===== src/rtl/upsample_pkg.sv =====
// Shared definitions for the zero-stuffing upsampler: FSM encoding and ratio-port width.
// Latency: n/a (types and constant functions only).
// Backpressure: n/a.
package upsample_pkg;

    typedef enum logic [1:0] {
        ST_IDLE  = 2'd0,
        ST_ALIGN = 2'd1,
        ST_RUN   = 2'd2
    } state_t;

    // Width needed to hold every ratio value 0..max_ratio.
    function automatic int f_ratio_w(input int max_ratio);
        return $clog2(max_ratio + 1);
    endfunction

endpackage


===== src/rtl/upsample_ctrl_buf.sv =====
// One-entry valid/ready input buffer for the upsampler.
// Latency: one cycle from accepted input to o_full/o_data.
// Backpressure: o_ready low when full unless the entry is being consumed this cycle.
module upsample_ctrl_buf #(
    parameter int gp_data_width = 8
) (
    input  logic                     i_clk,
    input  logic                     i_rst_an,
    input  logic                     i_ena,
    input  logic                     i_valid,
    input  logic [gp_data_width-1:0] i_data,
    output logic                     o_ready,
    input  logic                     i_consume,
    output logic                     o_full,
    output logic [gp_data_width-1:0] o_data
);

    logic                     full;
    logic [gp_data_width-1:0] data;
    logic                     pop;
    logic                     push;

    // Freeing the entry in the same cycle lets a new sample slide in without a bubble.
    assign pop     = i_ena & i_consume & full;
    assign o_ready = ~full | pop;
    assign push    = i_ena & i_valid & o_ready;

    always_ff @(posedge i_clk or negedge i_rst_an) begin
        if (!i_rst_an) begin
            full <= 1'b0;
            data <= '0;
        end else begin
            if (push) begin
                data <= i_data;
                full <= 1'b1;
            end else if (pop) begin
                full <= 1'b0;
            end
        end
    end

    assign o_full = full;
    assign o_data = data;

endmodule


===== src/rtl/upsample_ctrl.sv =====
// Zero-stuffing upsampler controller: emits R_eff high-rate slots per input sample; UPSAMPLE_CTRL_ZOH_EN selects zero-order hold fill.
// Latency: outputs registered, one i_ena cycle after each slot decision.
// Backpressure: none on the output side; input throttled via o_ready from the one-entry buffer.
module upsample_ctrl import upsample_pkg::*; #(
    parameter  int gp_data_width = 8,
    parameter  int gp_max_ratio  = 16,
    localparam int c_ratio_w     = f_ratio_w(gp_max_ratio)
) (
    input  logic                     i_clk,
    input  logic                     i_rst_an,
    input  logic                     i_ena,
    input  logic                     i_start,
    input  logic                     i_stop,
    input  logic [c_ratio_w-1:0]     i_ratio,
    input  logic [c_ratio_w-1:0]     i_phase,
    input  logic                     i_valid,
    input  logic [gp_data_width-1:0] i_data,
    output logic                     o_ready,
    output logic                     o_valid,
    output logic [gp_data_width-1:0] o_data,
    output logic                     o_load,
    output logic                     o_frame,
    output logic                     o_underrun
);

    function automatic logic [c_ratio_w-1:0] f_eff(input logic [c_ratio_w-1:0] r);
        if (r == '0)
            return c_ratio_w'(1);
        if (int'(r) > gp_max_ratio)
            return c_ratio_w'(gp_max_ratio);
        return r;
    endfunction

    state_t                   state;
    logic [c_ratio_w-1:0]     r_eff;
    logic [c_ratio_w-1:0]     slot_cnt;
    logic [c_ratio_w-1:0]     align_cnt;
    logic                     stop_pend;

    logic                     buf_full;
    logic [gp_data_width-1:0] buf_data;
    logic                     load_slot;
    logic                     last_slot;
    logic [c_ratio_w-1:0]     ratio_next;
    logic [c_ratio_w-1:0]     phase_next;
    logic [gp_data_width-1:0] fill;

    assign ratio_next = f_eff(i_ratio);
    assign phase_next = i_phase % ratio_next;
    assign load_slot  = (state == ST_RUN) && (slot_cnt == '0);
    assign last_slot  = (slot_cnt == r_eff - c_ratio_w'(1));

    upsample_ctrl_buf #(
        .gp_data_width (gp_data_width)
    ) u_buf (
        .i_clk     (i_clk),
        .i_rst_an  (i_rst_an),
        .i_ena     (i_ena),
        .i_valid   (i_valid),
        .i_data    (i_data),
        .o_ready   (o_ready),
        .i_consume (load_slot),
        .o_full    (buf_full),
        .o_data    (buf_data)
    );

`ifdef UPSAMPLE_CTRL_ZOH_EN
    logic [gp_data_width-1:0] hold_q;

    always_ff @(posedge i_clk or negedge i_rst_an) begin
        if (!i_rst_an)
            hold_q <= '0;
        else if (i_ena && load_slot && buf_full)
            hold_q <= buf_data;
    end

    assign fill = hold_q;
`else
    assign fill = '0;
`endif

    always_ff @(posedge i_clk or negedge i_rst_an) begin
        if (!i_rst_an) begin
            state      <= ST_IDLE;
            r_eff      <= c_ratio_w'(1);
            slot_cnt   <= '0;
            align_cnt  <= '0;
            stop_pend  <= 1'b0;
            o_valid    <= 1'b0;
            o_data     <= '0;
            o_load     <= 1'b0;
            o_frame    <= 1'b0;
            o_underrun <= 1'b0;
        end else if (i_ena) begin
            o_load  <= 1'b0;
            o_frame <= 1'b0;
            case (state)
                ST_IDLE: begin
                    o_valid   <= 1'b0;
                    o_data    <= '0;
                    stop_pend <= 1'b0;
                    // A simultaneous stop keeps the block parked.
                    if (i_start && !i_stop) begin
                        r_eff      <= ratio_next;
                        slot_cnt   <= '0;
                        o_underrun <= 1'b0;
                        if (phase_next == '0) begin
                            state <= ST_RUN;
                        end else begin
                            align_cnt <= phase_next;
                            state     <= ST_ALIGN;
                        end
                    end
                end
                ST_ALIGN: begin
                    if (i_stop) begin
                        state   <= ST_IDLE;
                        o_valid <= 1'b0;
                        o_data  <= '0;
                    end else begin
                        o_valid   <= 1'b1;
                        o_data    <= fill;
                        align_cnt <= align_cnt - c_ratio_w'(1);
                        if (align_cnt == c_ratio_w'(1)) begin
                            state    <= ST_RUN;
                            slot_cnt <= '0;
                        end
                    end
                end
                ST_RUN: begin
                    o_valid <= 1'b1;
                    if (load_slot) begin
                        o_load  <= 1'b1;
                        o_frame <= 1'b1;
                        if (buf_full) begin
                            o_data <= buf_data;
                        end else begin
                            o_data     <= fill;
                            o_underrun <= 1'b1;
                        end
                    end else begin
                        o_data <= fill;
                    end
                    // Ratio changes and stop requests only land on frame boundaries.
                    if (last_slot) begin
                        slot_cnt <= '0;
                        r_eff    <= ratio_next;
                        if (stop_pend || i_stop) begin
                            state     <= ST_IDLE;
                            stop_pend <= 1'b0;
                        end
                    end else begin
                        slot_cnt <= slot_cnt + c_ratio_w'(1);
                        if (i_stop)
                            stop_pend <= 1'b1;
                    end
                end
                default: state <= ST_IDLE;
            endcase
        end
    end

endmodule


===== config.mk =====
export PLATFORM = sky130hd
export DESIGN_NAME = upsample_ctrl
export DESIGN_NICKNAME = d
export VERILOG_FILES = /design/src/rtl/upsample_pkg.sv /design/src/rtl/upsample_ctrl_buf.sv /design/src/rtl/upsample_ctrl.sv
export SDC_FILE = /design/constraint.sdc
export NUM_CORES = 1
export LEC_CHECK = 0
export CAP_MARGIN = 20
export CORE_MARGIN = 2
export CORE_UTILIZATION = 45
export DETAILED_ROUTE_END_ITERATION = 6
export PLACE_DENSITY = 0.68
export SETUP_SLACK_MARGIN = 0.05
export SLEW_MARGIN = 20
export SYNTH_ARGS = -nofsm -noshare
export SYNTH_HDL_FRONTEND = slang
export SYNTH_SLANG_ARGS = --single-unit

===== constraint.sdc =====
create_clock -name i_clk -period 3.5 [get_ports i_clk]
set_input_delay 0.7 -clock i_clk [delete_from_list [all_inputs] [get_ports i_clk]]
set_output_delay 0.7 -clock i_clk [all_outputs]
set_load 0.01 [all_outputs]

==> reports/results.tsv <==
metric	value	unit
status	finished with violations	
failed_checks	DRC, setup timing	
routedWlPerCell	14.8	microns
cp_slowest_cell	o311ai_4	
crit_arrival	6580	ps
reg2reg_from	r_eff[0]	
r2r_setup_slack	860	ps
cts_tree	done	
cts_inserted_buffers	5	
vias	2773	
leakagePower	1.88	nW
clockPowerShare	0.162	
placed_cell_area	4000	sq um
synthFlopType	dfrtp_1	
dp_cells	486	
cap_viol_max_count	0	
critPathMaxStageDelay	340	ps
clk_latency	280	ps
syn2layout_area_growth	44.0	%
fp.dieH	85.8	microns
fin_ws	-2870	ps
io_pins	37	
synthCells	322	
async_reset_ff_frac	1.00	
ant_nets	0	
reg2reg_depth	9	
gp_congestion	0.866	
hold_viol_final	0	
finish.instance_area	4340	sq um
grt_pass1_vias	2822	
cts-htree-levels	2	
hp-class	reg2reg	
timing.rr.end	r_eff[2]	
fmax	157	MHz
p_int	1.69	mW
total_power	2.74	mW
initial_utilization	0.469	
num_antenna_cells	0	
core_area	6420	sq um
port_buffers	36	
synth_nets	372	
crit_fanout	5	
grt_max_degree	39	
comb_power_share	0.565	
yosys_warnings	0	
netlist_area	3010	sq um
cp_common_cell	ha_4	
layout.nets	476	
cts_hold_buf	0	
crit_path_end_kind	flip-flop	
fillCellCount	500	
rsz0062_at_grt	yes	
grt_pass1_wl	13000	microns
antenna_found_initial	0	
wirelength	7460	microns
rows	29	
route.detailed.drc	4	
critPathRequiredTime	3710	ps
fin_crit_sh	1.82	
timing.setup.tns	-19520	ps
hpwlAfterDp	5740	microns
p_sw_frac	0.385	
p_sw	1.06	mW
critPathKind	in2reg	
worst_pin_slew	836	ps
ys_seq_elements	38	
cts_num_sinks	38	
powerDensity	632	nW/um^2
pwr-share-seq	0.274	
grt_usage	0.218	
clock_path_buffers	2	
vdd_ir_drop_max	0.318	mV
path_clk_slew	80	ps
cp-endpoint	align_cnt[2]	
die_x	85.8	microns
setup_violations	7	
via_per_inst	5.50	
slew_headroom	0.443	
drive_above_1_share	0.349	
ys_seq_area_frac	0.316	
fin_skew	5.44	ps
drtIter0Drc	108	
fin_cells	504	
avgSynthCellArea	9.36	sq um
layout_commonest_cell	buf_4	
start_kind	input port	
min_period	6370	ps
final_cell_mix	buf_4, dfrtp_1, clkdlybuf4s50_1	
gr-total-overflow	0	
cts_root_buf	clkbuf_8	
firstDrtPassIters	7	
drv_slew	0	
die_area	7370	sq um
synth_edf_count	0	
yosysUniqueCellTypes	66	
critPathLaunch	i_ratio[1]	
[through the flow]
step                hold slack, ps  setup WS, ps  utilization
global placement               466         -3610        0.622
detailed placement             475         -3770        0.622
floorplan                      404         -3190            -
finish                         492         -2870        0.676
CTS                            494         -2830        0.672
global route                   521         -3180        0.676
[worst max-delay path, delay by kind of cell]
family	cells	cell delay, ps
AND/OR/NAND/NOR	6	1020
adder cells (fa/ha/maj)	5	1070
AO/OA/AOI/OAI	12	2460
XOR/XNOR	1	110
buffers and inverters	4	310
multiplexers	3	900
[flip-flops by register name, summed over array words and instances, names as in the netlist]
| register | count |
|---|---|
| align_cnt | 5 |
| o_data | 8 |
| o_frame | 1 |
| o_underrun | 1 |
| o_valid | 1 |
| r_eff | 5 |
| slot_cnt | 5 |
| state | 2 |
| stop_pend | 1 |
| u_buf.o_data | 8 |
| u_buf.o_full | 1 |
[per-layer routing]
metal,vias up,global-route usage,part of all wire
met2,67,0.388,0.51
li1,1386,-,-
met3,8,0.0269,0.032
met5,-,0,0
met4,0,0.0664,0.011
met1,1312,0.276,0.45
[final cells by class]
cell class                      count  area, sq um  share of cell area
Clock buffer                        5         68.8              0.0159
Clock inverter                      3         68.8              0.0159
Inverter                           21         78.8              0.0182
Multi-Input combinational cell    254         2190               0.505
Sequential cell                    38          952               0.219
Tap cell                           77         96.3              0.0222
Timing Repair Buffer              106          882               0.203
[power by group through the flow]
stage	combinational [mW]	sequential (mW)	clock, mW
floorplan	0.978	0.739	0
global placement	1.39	0.749	0
detailed placement	1.44	0.758	0
CTS	1.54	0.750	0.455
global route	1.72	0.778	0.471
finish	1.55	0.751	0.443
[kinds of logic after synthesis]
| group | share of synthesized area |
|---|---|
| AND/OR/NAND/NOR | 0.197 |
| AO/OA/AOI/OAI | 0.235 |
| flip-flops | 0.316 |
| buffers and inverters | 0.0473 |
| adder cells (fa/ha/maj) | 0.110 |
| multiplexers | 0.0619 |
| XOR/XNOR | 0.0320 |
[synth_stat cells (all sizes together) (8+ instances only)]
cell type | number | share of area
ha | 25 | 0.10
dfrtp | 37 | 0.31
o21ai | 21 | 0.035
a22o | 8 | 0.023
mux2 | 13 | 0.049
a21oi | 21 | 0.040
inv | 21 | 0.026
nand2 | 27 | 0.034
xnor2 | 8 | 0.023
nand2b | 11 | 0.023
nor2 | 25 | 0.031
nor3 | 12 | 0.027
[worst min path at each step]
| stage | from | endpoint | slack, ps | cells past startpoint |
|---|---|---|---|---|
| after floorplan | i_rst_an | align_cnt[0] | 400 | 0 |
| after CTS | u_buf.o_data[2] | o_data[2] | 490 | 1 |
| after global routing | u_buf.o_data[4] | o_data[4] | 520 | 1 |
| final | u_buf.o_data[2] | o_data[2] | 490 | 1 |
| after global placement | u_buf.o_data[1] | o_data[1] | 470 | 1 |
| after detailed placement | u_buf.o_data[2] | o_data[2] | 470 | 1 |
[what timing repair did]
item / CTS / global route
resized for setup: 38 / 4
gates cloned: 0 / 0
endpoints found under the setup margin: 7 / 7
pin swaps: 30 / 1
setup buffers: 9 / 1
No activity file was read; power rests on OpenSTA's default activity.
